==> config.mk <==
export PLATFORM = sky130hd
export DESIGN_NAME = alu_arbiter
export DESIGN_NICKNAME = d
export VERILOG_FILES = /design/src/rtl/alu_arbiter.sv
export SDC_FILE = /design/constraint.sdc
export NUM_CORES = 1
export LEC_CHECK = 0
export BUFFER_PORTS_ARGS = -buffer_cell sky130_fd_sc_hd__buf_2
export CORE_AREA = 3 3 107 109
export DETAILED_ROUTE_END_ITERATION = 8
export DIE_AREA = 0 0 110 112
export GPL_ROUTABILITY_DRIVEN = 0
export GPL_TIMING_DRIVEN = 0
export PLACE_DENSITY = 0.64
export SETUP_SLACK_MARGIN = 0.5
export SLEW_MARGIN = 20
export SYNTH_ARGS = -nofsm -noshare
export SYNTH_HDL_FRONTEND = slang
export SYNTH_SLANG_ARGS = --single-unit
==> constraint.sdc <==
create_clock -name clk_i -period 4 [get_ports clk_i]
set_input_delay 0.2 -clock clk_i [delete_from_list [all_inputs] [get_ports clk_i]]
set_output_delay 0.2 -clock clk_i [all_outputs]
set_load 0.02 [all_outputs]
==> src/rtl/alu_arbiter.sv <==
`default_nettype none
// ============================================================================
// Module   : alu_arbiter
// Purpose  : Shares one single-cycle combinational ALU between NREQ
//            requesters. A round-robin arbiter picks one valid request per
//            accepting cycle, drives its payload onto the ALU inputs, and
//            captures the ALU result/zero flag into a one-entry response
//            buffer. The buffer is held until its owner consumes it. A new
//            grant may be issued in the same cycle the buffer is consumed,
//            so back-to-back operation sustains one op per cycle.
// Ports    :
//   clk_i, rst_ni          clock (rising edge), async active-low reset
//   req_valid_i/ready_o    per-requester request handshake
//   req_ctrl_i             4-bit ALU op per requester, packed [4k+3:4k]
//   req_in1_i/in2_i        32-bit operands per requester, packed [32k+31:32k]
//   rsp_valid_o/ready_i    per-requester response handshake (one-hot valid)
//   rsp_result_o/zero_o    buffered ALU result and zero flag
//   grant_id_o             index of the requester owning the buffer
//   busy_o                 response buffer occupied
//   alu_ctrl_o/in1_o/in2_o to the shared ALU (all zero when not issuing)
//   alu_result_i/zero_i    from the shared ALU
// Revision : 1.0  initial release
// ============================================================================
module alu_arbiter #(
    parameter int NREQ = 2,
    parameter int IDW  = 1
) (
    input  logic                 clk_i,
    input  logic                 rst_ni,
    input  logic [NREQ-1:0]      req_valid_i,
    output logic [NREQ-1:0]      req_ready_o,
    input  logic [4*NREQ-1:0]    req_ctrl_i,
    input  logic [32*NREQ-1:0]   req_in1_i,
    input  logic [32*NREQ-1:0]   req_in2_i,
    output logic [NREQ-1:0]      rsp_valid_o,
    input  logic [NREQ-1:0]      rsp_ready_i,
    output logic [31:0]          rsp_result_o,
    output logic                 rsp_zero_o,
    output logic [IDW-1:0]       grant_id_o,
    output logic                 busy_o,
    output logic [3:0]           alu_ctrl_o,
    output logic [31:0]          alu_in1_o,
    output logic [31:0]          alu_in2_o,
    input  logic [31:0]          alu_result_i,
    input  logic                 alu_zero_i
);

    typedef enum logic [0:0] {
        ST_IDLE = 1'b0,
        ST_HOLD = 1'b1
    } state_t;

    // One extra bit so pointer + offset (at most 2*NREQ-1) never overflows.
    localparam logic [IDW:0]   NREQ_EXT  = (IDW+1)'(NREQ);
    localparam logic [IDW-1:0] PTR_RESET = IDW'(NREQ - 1);

    state_t          state_q,  state_d;
    logic [IDW-1:0]  ptr_q,    ptr_d;
    logic [IDW-1:0]  grant_q,  grant_d;
    logic [31:0]     result_q, result_d;
    logic            zero_q,   zero_d;

    logic [3:0]      ctrl_arr [NREQ];
    logic [31:0]     in1_arr  [NREQ];
    logic [31:0]     in2_arr  [NREQ];
    logic [IDW:0]    cand_sum [NREQ];
    logic [IDW-1:0]  cand_idx [NREQ];

    logic            found;
    logic [IDW-1:0]  winner;
    logic            accept;
    logic            issue;

    // Unpack per-requester payloads and precompute the search order:
    // cand_idx[k] is the requester examined k-th, starting at pointer+1.
    for (genvar k = 0; k < NREQ; k++) begin : g_req
        assign ctrl_arr[k] = req_ctrl_i[4*k +: 4];
        assign in1_arr[k]  = req_in1_i[32*k +: 32];
        assign in2_arr[k]  = req_in2_i[32*k +: 32];
        assign cand_sum[k] = {1'b0, ptr_q} + (IDW+1)'(k + 1);
        assign cand_idx[k] = (cand_sum[k] >= NREQ_EXT) ? IDW'(cand_sum[k] - NREQ_EXT)
                                                       : IDW'(cand_sum[k]);
    end

    // Walk the order from last to first so the earliest valid candidate
    // is the one left standing.
    always_comb begin
        found  = 1'b0;
        winner = '0;
        for (int k = NREQ - 1; k >= 0; k--) begin
            if (req_valid_i[cand_idx[k]]) begin
                found  = 1'b1;
                winner = cand_idx[k];
            end
        end
    end

    // The buffer can take a new result when empty, or when its owner is
    // draining it this very cycle.
    assign accept = (state_q == ST_IDLE) ||
                    ((state_q == ST_HOLD) && rsp_ready_i[grant_q]);
    assign issue  = accept && found;

    assign req_ready_o = issue ? (NREQ'(1) << winner) : '0;

    // ALU inputs are forced to zero whenever nothing is issued.
    assign alu_ctrl_o = issue ? ctrl_arr[winner] : 4'b0000;
    assign alu_in1_o  = issue ? in1_arr[winner]  : 32'd0;
    assign alu_in2_o  = issue ? in2_arr[winner]  : 32'd0;

    always_comb begin
        state_d  = state_q;
        ptr_d    = ptr_q;
        grant_d  = grant_q;
        result_d = result_q;
        zero_d   = zero_q;
        if (issue) begin
            state_d  = ST_HOLD;
            ptr_d    = winner;
            grant_d  = winner;
            result_d = alu_result_i;
            zero_d   = alu_zero_i;
        end else if ((state_q == ST_HOLD) && rsp_ready_i[grant_q]) begin
            state_d  = ST_IDLE;
        end
    end

    always_ff @(posedge clk_i or negedge rst_ni) begin
        if (!rst_ni) begin
            state_q  <= ST_IDLE;
            ptr_q    <= PTR_RESET;
            grant_q  <= '0;
            result_q <= 32'd0;
            zero_q   <= 1'b0;
        end else begin
            state_q  <= state_d;
            ptr_q    <= ptr_d;
            grant_q  <= grant_d;
            result_q <= result_d;
            zero_q   <= zero_d;
        end
    end

    assign busy_o       = (state_q == ST_HOLD);
    assign rsp_valid_o  = busy_o ? (NREQ'(1) << grant_q) : '0;
    assign rsp_result_o = result_q;
    assign rsp_zero_o   = zero_q;
    assign grant_id_o   = grant_q;

endmodule
`default_nettype wire

==> impl_metrics.json, run 1 <==
{
  "outcome": "complete, but fails checks",
  "violations": "negative hold slack",
  "grt_pass1_wl_um": 17200,
  "ir_drop_v": 0.000257,
  "period_minus_slack_ns": 2.41,
  "synthTopCellsByCount": "a21oi_1 (69), nand2_1 (69), nand3_1 (68)",
  "nNetsFinal": 789,
  "fp.dieH_um": 112,
  "cts_resized": 0,
  "ios": 282,
  "tightestPinTransition_ns": 0.784,
  "synth_top_area_share_pct": 33.1,
  "yosys_warnings": 0,
  "synth_top_area_cell": "dfrtp_1",
  "holdWs_ns": -0.00752,
  "cts_root_buf": "clkbuf_8",
  "hp-class": "input port to asynchronous set/reset pin",
  "syn-instance-count": 326,
  "initial_core_util_pct": 24.7,
  "setup-tns-final_ns": 0,
  "period_share_pct": 60.4,
  "first_global_vias": 3379,
  "drtIter0Drc": 268,
  "grt_max_degree": 37,
  "clk_pin_slew_ns": 0.07,
  "maxCapViolations": 0,
  "clockBufferDepth": 2,
  "cts_buffers": 5,
  "clkLatencyLatePin_ns": 0.28,
  "synthTopCellsByArea": "dfrtp_1 (33%), mux2_4 (17%), a21oi_1 (13%)",
  "slew_violations": 0,
  "ys_ff_latch": 36,
  "cts.sinks": 36,
  "yosysSeqAreaShare_pct": 34.1,
  "synth_cell_type_count": 24,
  "yosys_most_used_dff": "dfrtp_1",
  "async_reset_ff_share_pct": 100,
  "die-area_mm2": 0.0123,
  "track_usage_pct": 17.4,
  "antenna_found_initial": 2,
  "synth_nets": 501,
  "fillCellCount": 1099,
  "ant_nets": 0,
  "syn_area_mm2": 0.00265,
  "synth_enable_flop_cells": 0,
  "hold_violations": 5,
  "required_ns": 3.80,
  "drive_gt1_share_pct": 56.1,
  "wl_per_cell_um": 15.4,
  "fin_skew_ns": 0.00460,
  "cts_hold_buf": 0,
  "cp_data_arrival_time_ns": 2.21,
  "fmax_ghz": 0.414,
  "dieWidth_um": 110,
  "drc": 0,
  "cts_tree": "yes",
  "vias_per_cell": 4.76,
  "avgSynthCellArea_um2": 8.12,
  "relSlewSlack_pct": 47.7,
  "power_density_mw_per_mm2": 435,
  "critical_path.endpoint_type": "primary output",
  "area_growth_pct": 63.4,
  "rsz0062_at_grt": "no",
  "cts_setup_buffers": 0,
  "finalWirelength_um": 11600,
  "finalSetupViolCount": 0,
  "std_cell_rows": 38,
  "start_kind": "flip-flop",
  "hpwl_um": 9490,
  "core_mm2": 0.0107,
  "port_buffers": 281,
  "vias": 3600,
  "cp_max_fo": 10,
  "p_leak_nw": 2.38,
  "htree_num_levels": 2,
  "r2r_slack_ns": 2.35,
  "dr.pass1.iters": 4,
  "gr-total-overflow": 0,
  "critPathKind": "flip-flop to primary output"
}
[sequential cells by signal (all words and copies together), names as in the netlist]
| name | count |
|---|---|
| ptr_q | 1 |
| rsp_zero_o | 1 |
| rsp_result_o | 32 |
| busy_o | 1 |
| grant_id_o | 1 |
[area by class of cell]
type / count / area (µm²) / share of cell area (%)
well taps: 140 / 175 / 4.05
clock buffers: 7 / 86.3 / 2.00
repair buffers: 281 / 1410 / 32.5
plain buffers: 34 / 183 / 4.22
multi-input cells: 256 / 1560 / 36.1
diodes: 1 / 2.50 / 0.0579
flip-flops and latches: 36 / 902 / 20.9
clock inverters: 1 / 7.51 / 0.174
[report_power, final]
group          switching [W]  total (W)  leakage [nW]  internal, W
clock               0.000126   0.000265        0.0445     0.000140
sequential         0.0000554   0.000514         0.417     0.000458
combinational       0.000658    0.00110          1.92     0.000443
total               0.000839    0.00188          2.38      0.00104
[logic make-up after synthesis]
family / share of synthesized area [%]
buffers and inverters: 6.90
AO/OA/AOI/OAI: 15.3
multiplexers: 18.7
AND/OR/NAND/NOR: 25.0
flip-flops: 34.1
[through the flow]
stage / total power [W] / instances / instance area, µm² / worst slack, ns / utilization (%)
after floorplan: 0.00122 / 326 / 2650 / 2.26 / -
after global placement: 0.00161 / 747 / 4230 / 1.95 / 39.5
after detailed placement: 0.00163 / 747 / 4230 / 1.90 / 39.5
after CTS: 0.00190 / 755 / 4320 / 1.58 / 40.4
after global routing: 0.00200 / 755 / 4320 / 1.36 / 40.4
final: 0.00188 / 756 / 4320 / 1.59 / 40.4
[worst paths after layout]
path	end	depth (start not counted)	start
worst max-delay path	alu_in1_o[29]	6	ptr_q
worst min-delay path	rsp_result_o[17]	1	rst_ni
worst max register to register	rsp_result_o[22]	4	grant_id_o
worst min register to register	rsp_result_o[0]	1	rsp_result_o[0]
max in group asynchronous	rsp_result_o[9]	1	rst_ni
min in group clk_i	rsp_result_o[29]	2	alu_result_i[29]
[layout by cell type (no fill, tap or decap), types with 2 or more instances in the layout]
cell / count
buf_4: 3
and2_1: 2
nand3_1: 68
nand2_1: 69
mux2_2: 3
buf_6: 4
nor2_1: 2
clkbuf_8: 6
buf_2: 292
dfrtp_1: 35
mux2_4: 30
clkbuf_1: 17
a21oi_1: 69
nand2b_1: 3
[worst max-delay path: stages, from the launching register on]
cell and delay, ns:
dfstp_2 0.56, a21bo_2 0.12, buf_2 0.17, clkbuf_1 0.45
nand3_1 0.13, a21oi_1 0.28, buf_2 0.22
[per-layer routing]
| layer | vias up | track usage (%) | wire length, µm |
|---|---|---|---|
| li1 | 1708 | - | - |
| met2 | 192 | 31.6 | 5890 |
| met5 | - | 0 | 20 |
| met4 | 2 | 3.99 | 198 |
| met1 | 1672 | 20.7 | 4530 |
| met3 | 26 | 3.71 | 988 |
Power figures use the tool's default switching activity.
==> inputs of run 2 (changes only) <==
--- a/config.mk
+++ b/config.mk
@@ -11,7 +11,7 @@
 export DIE_AREA = 0 0 110 112
 export GPL_ROUTABILITY_DRIVEN = 0
 export GPL_TIMING_DRIVEN = 0
-export PLACE_DENSITY = 0.64
+export PLACE_DENSITY = 0.67
 export SETUP_SLACK_MARGIN = 0.5
 export SLEW_MARGIN = 20
 export SYNTH_ARGS = -nofsm -noshare
==> constraint.sdc (replaced) <==
create_clock -name clk_i -period 2 [get_ports clk_i]
set_input_delay 0.1 -clock clk_i [delete_from_list [all_inputs] [get_ports clk_i]]
set_output_delay 0.1 -clock clk_i [all_outputs]
set_load 0.02 [all_outputs]
==> run 2 against run 1 <==
The run now ends clean; via count is 3.3% higher; routed wire length is 13% higher; first-iteration DRC count is 45% lower; non-clock buffer count is 23 higher; global-route usage is 2.1 points higher; combinational power grew to 2.8 times the previous value; critical path depth stayed put; sequential power is 100% higher; final area is 27% higher; core utilization is 11 points higher.
==> impl_metrics.json, run 2 (synthesis results as in run 1) <==
{
  "gr-total-overflow": 0,
  "fmax_ghz": 0.534,
  "cp_data_arrival_time_ns": 1.77,
  "crit_path_cell_trace": "a21bo_4, buf_12, clkbuf_8, nand3_1, a21oi_2, buf_4",
  "placed_cells": 747,
  "cp_max_fo": 8,
  "drc": 0,
  "track_usage_pct": 19.5,
  "antenna_found_initial": 0,
  "die-area_mm2": 0.0123,
  "clkLatencyLatePin_ns": 0.29,
  "period_share_pct": 93.6,
  "port_buffers": 281,
  "grt_pass1_wl_um": 18900,
  "fp.dieH_um": 112,
  "relSlewSlack_pct": 48.8,
  "diodes": 0,
  "vias_per_cell": 4.78,
  "area_growth_pct": 107,
  "max_stage_delay_ns": 0.60,
  "hp-class": "input port to flip-flop",
  "worst_path_max_delay_cell": "dfstp_2",
  "ant_nets": 0,
  "holdWs_ns": 0.0353,
  "vias": 3718,
  "cts_tree": "yes",
  "drive_gt1_share_pct": 70.8,
  "critPathKind": "flip-flop to primary output",
  "dr.pass1.iters": 4,
  "clk_pin_slew_ns": 0.08,
  "setup-tns-final_ns": 0,
  "initial_core_util_pct": 24.7,
  "p_leak_nw": 2.75,
  "ios": 282,
  "period_minus_slack_ns": 1.87,
  "drtIter0Drc": 148,
  "layout_setup_ws_ns": 0.129,
  "nNetsFinal": 812,
  "core_mm2": 0.0107,
  "first_global_vias": 3907,
  "outcome": "finished, final reports clean",
  "wl_per_cell_um": 16.9,
  "maxCapViolations": 0,
  "grt_max_degree": 37,
  "cts_buffers": 5,
  "slew_violations": 0,
  "htree_num_levels": 2,
  "layout.cells.non_filler": 778,
  "fin_skew_ns": 0.00737,
  "finalWirelength_um": 13200,
  "hpwl_um": 9740,
  "hold_violations": 0,
  "rsz0062_at_grt": "yes",
  "tightestPinTransition_ns": 0.767,
  "dieWidth_um": 110,
  "critical_path.endpoint_type": "primary output",
  "layout_common_cells": "buf_2 (212), nand2_1 (69), nand3_1 (61), a21oi_2 (60), buf_4 (57)",
  "required_ns": 1.90,
  "largest_reg_flops": 32,
  "cts.sinks": 36,
  "cts_root_buf": "clkbuf_8",
  "layout_commonest_cell": "buf_2",
  "ir_drop_v": 0.000396,
  "dp_slack_ns": 0.123,
  "start_kind": "flip-flop",
  "power_density_mw_per_mm2": 841,
  "finalSetupViolCount": 0,
  "clockBufferDepth": 2,
  "std_cell_rows": 38
}
run 2: cell count changes in the layout (fill, tap and decap cells not counted), sizes merged:
cell,delta
clkinv,+3
buf,+22
dlygate4sd3,+1
clkbuf,-2
clkinvlp,-1
diode,-1
run 2: path summary, 6_finish.rpt:
check                            startpoint  cells after the start  slack, ns          endpoint
min                        alu_result_i[14]                      2       0.04  rsp_result_o[14]
min in group asynchronous            rst_ni                      2       0.43  rsp_result_o[13]
max reg2reg                      grant_id_o                      8       0.24  rsp_result_o[15]
min reg2reg                 rsp_result_o[4]                      1       0.51   rsp_result_o[4]
max                                   ptr_q                      6       0.13     alu_in2_o[13]
max in group asynchronous            rst_ni                      2       1.04        grant_id_o
run 2: timing repair:
action                     4_1_cts  5_1_grt
cloned                           6        0
pin swaps                       35       25
setup endpoints to repair      101      103
resized for setup              163       43
hold endpoints to repair        35        0
setup buffers                   16        0
hold buffers                     1        0
run 2: final cells by class:
class	instances	area, µm²
Clock inverter	3	18.8
Fill cell	1002	5210
Multi-Input combinational cell	256	1930
Buffer	34	410
Clock buffer	5	68.8
Timing Repair Buffer	304	1980
Tap cell	140	175
Sequential cell	36	903
run 2: metal layers:
| metal | routed length [µm] | track usage (%) |
|---|---|---|
| met5 | 0 | 0 |
| met4 | 309 | 6.23 |
| met3 | 871 | 2.90 |
| met2 | 6930 | 36.4 |
| met1 | 5040 | 22.3 |
run 2: worst max-delay path: cells and delay by family (launching register included):
family,cells,cell delay [ns]
AOI/OAI and AO/OA,2,0.30
buffers and inverters,3,0.46
DFF,1,0.60
and+or+nand+nor,1,0.11
run 2: report_power, final:
group	leakage [nW]	internal [W]	switching, W
Clock	0.0479	0.000243	0.000268
Sequential	0.416	0.000918	0.000121
Combinational	2.29	0.00149	0.00157
Total	2.75	0.00265	0.00196
run 2: through the flow:
stage	power (W)	util (%)	instance area (µm²)
after global routing	0.00486	51.3	5490
final	0.00461	51.3	5490
after floorplan	0.00256	-	2850
after CTS	0.00451	49.7	5320
after detailed placement	0.00338	41.4	4430
after global placement	0.00333	41.4	4430
==> inputs of run 3 (changes only) <==
--- a/config.mk
+++ b/config.mk
@@ -10,7 +10,7 @@
 export DETAILED_ROUTE_END_ITERATION = 8
 export DIE_AREA = 0 0 110 112
 export GPL_ROUTABILITY_DRIVEN = 0
-export GPL_TIMING_DRIVEN = 0
+export GPL_TIMING_DRIVEN = 1
 export PLACE_DENSITY = 0.67
 export SETUP_SLACK_MARGIN = 0.5
 export SLEW_MARGIN = 20
==> run 3 against run 2 <==
Setup slack improved by 0.033 ns; power up 4.7%; clock power rose by 4.5%; final area up 3.1%; clock skew barely moved; global-route usage rose by 0.65 points; sequential share of layout area fell by 0.49 points; final cell count down 2.1%; critical path depth unchanged; die area unchanged; routed wire length grew 2.7%; critical endpoint is now alu_in1_o[10]; largest cell class unchanged.
==> impl_metrics.json, run 3 (synthesis results as in run 1) <==
{
  "p_leak_nw": 2.79,
  "dr.pass1.iters": 4,
  "setup-tns-final_ns": 0,
  "drive_gt1_share_pct": 72.8,
  "layout_commonest_cell": "buf_2",
  "finalSetupViolCount": 0,
  "grt_max_degree": 70,
  "path_depth": 6,
  "worst_path_max_delay_cell": "dfstp_2",
  "routed.top_layer": "met4",
  "ir_drop_v": 0.000407,
  "wl_met2_um": 6970,
  "power.total_w": 0.00483,
  "fin_skew_ns": 0.00702,
  "first_global_vias": 3792,
  "cts_root_buf": "clkbuf_8",
  "hpwl_um": 8580,
  "rsz0062_at_grt": "yes",
  "layout_common_cells": "buf_2 (211), nand2_1 (68), a21oi_2 (67), nand3_1 (56), buf_6 (42)",
  "port_buffers": 281,
  "layout_setup_ws_ns": 0.162,
  "crit_path_cell_trace": "a21bo_4, buf_12, clkbuf_16, nand3_2, a21oi_2, buf_6",
  "placed_cells": 721,
  "wl_per_cell_um": 17.7,
  "clockBufferDepth": 2,
  "cts.sinks": 36,
  "regToRegStartpoint": "grant_id_o",
  "area_growth_pct": 114,
  "period_minus_slack_ns": 1.84,
  "hp-class": "input port to flip-flop",
  "wl_met1_um": 5020,
  "nNetsFinal": 796,
  "gr-total-overflow": 0,
  "critical_path.startpoint": "ptr_q",
  "dieWidth_um": 110,
  "clkLatencyLatePin_ns": 0.28,
  "r2r_slack_ns": 0.24,
  "dp_slack_ns": 0.274,
  "fin_util_pct": 52.9,
  "drtIter0Drc": 188,
  "ant_nets": 0,
  "fmax_ghz": 0.544,
  "largest_reg_flops": 32,
  "vias_per_cell": 4.89,
  "diodes": 0,
  "critPathKind": "flip-flop to primary output",
  "tightestPinTransition_ns": 0.797,
  "r2r-end": "rsp_result_o[15]",
  "ios": 282,
  "cp_num_buf_inv": 3,
  "max_stage_delay_ns": 0.55,
  "clk_pin_slew_ns": 0.08,
  "critPathTopFamily": "flip-flops",
  "grt_pass1_wl_um": 19700,
  "std_cell_rows": 38,
  "cp_max_fo": 6,
  "cp_data_arrival_time_ns": 1.74,
  "outcome": "finished, final reports clean",
  "finalWirelength_um": 13500,
  "drc": 0,
  "rr_worst_depth": 7,
  "relSlewSlack_pct": 46.9,
  "die-area_mm2": 0.0123,
  "critical_path.endpoint_type": "primary output",
  "hold_violations": 0,
  "maxCapViolations": 0,
  "antenna_found_initial": 0,
  "slew_violations": 0,
  "cts_buffers": 5,
  "core_mm2": 0.0107,
  "initial_core_util_pct": 24.7,
  "layout.cells.non_filler": 762,
  "cts_tree": "yes",
  "period_share_pct": 91.9,
  "required_ns": 1.90,
  "power_density_mw_per_mm2": 854,
  "start_kind": "flip-flop",
  "vias": 3726,
  "track_usage_pct": 20.2,
  "route.met3.wl_um": 1140,
  "htree_num_levels": 2,
  "crit_end": "alu_in1_o[10]",
  "fp.dieH_um": 112
}
## run 3: power by group
group	total [W]	leakage [nW]	internal (W)	switching (W)
Combinational	0.00327	2.32	0.00163	0.00164
Clock	0.000534	0.0445	0.000280	0.000254
Sequential	0.00103	0.416	0.000918	0.000110
## run 3: metal layers
| layer | vias to the layer above | track usage [%] |
|---|---|---|
| met5 | - | 0 |
| met4 | 0 | 6.65 |
| met3 | 32 | 3.59 |
| met2 | 227 | 35.9 |
| met1 | 1740 | 24.1 |
| li1 | 1727 | - |
## run 3: worst min-delay path by stage
| stage | endpoint | depth (start not counted) | start | slack (ns) |
|---|---|---|---|---|
| after detailed placement | rsp_result_o[23] | 1 | rst_ni | 0.24 |
| after floorplan | busy_o | 0 | rst_ni | -0.20 |
| after global routing | rsp_result_o[4] | 2 | alu_result_i[4] | 0.02 |
| final | rsp_result_o[10] | 2 | alu_result_i[10] | 0.04 |
| after global placement | rsp_result_o[11] | 1 | rst_ni | 0.21 |
| after CTS | rsp_result_o[4] | 2 | alu_result_i[4] | 0.03 |
## run 3: timing repair
item | CTS | global route
hold endpoints to repair | 35 | 0
pin swaps | 50 | 33
hold buffers | 1 | 0
setup buffers | 17 | 1
resized for setup | 145 | 29
endpoints found under the setup margin | 103 | 105
gates cloned | 11 | 3
## run 3: final cells by class
| type | instances | area [µm²] |
|---|---|---|
| clock buffers | 7 | 86.3 |
| repair buffers | 322 | 2520 |
| multi-input cells | 256 | 1960 |
| well taps | 140 | 175 |
| clock inverters | 1 | 7.51 |
| flip-flops and latches | 36 | 903 |
| fillers | 966 | 5040 |
## run 3: stage by stage
stage	hold slack [ns]	instance area, µm²
2_1_floorplan	-0.196	2850
3_3_place_gp	0.211	4380
3_5_place_dp	0.239	4380
4_1_cts	0.0304	5440
5_1_grt	0.0241	5660
6_report	0.0363	5660
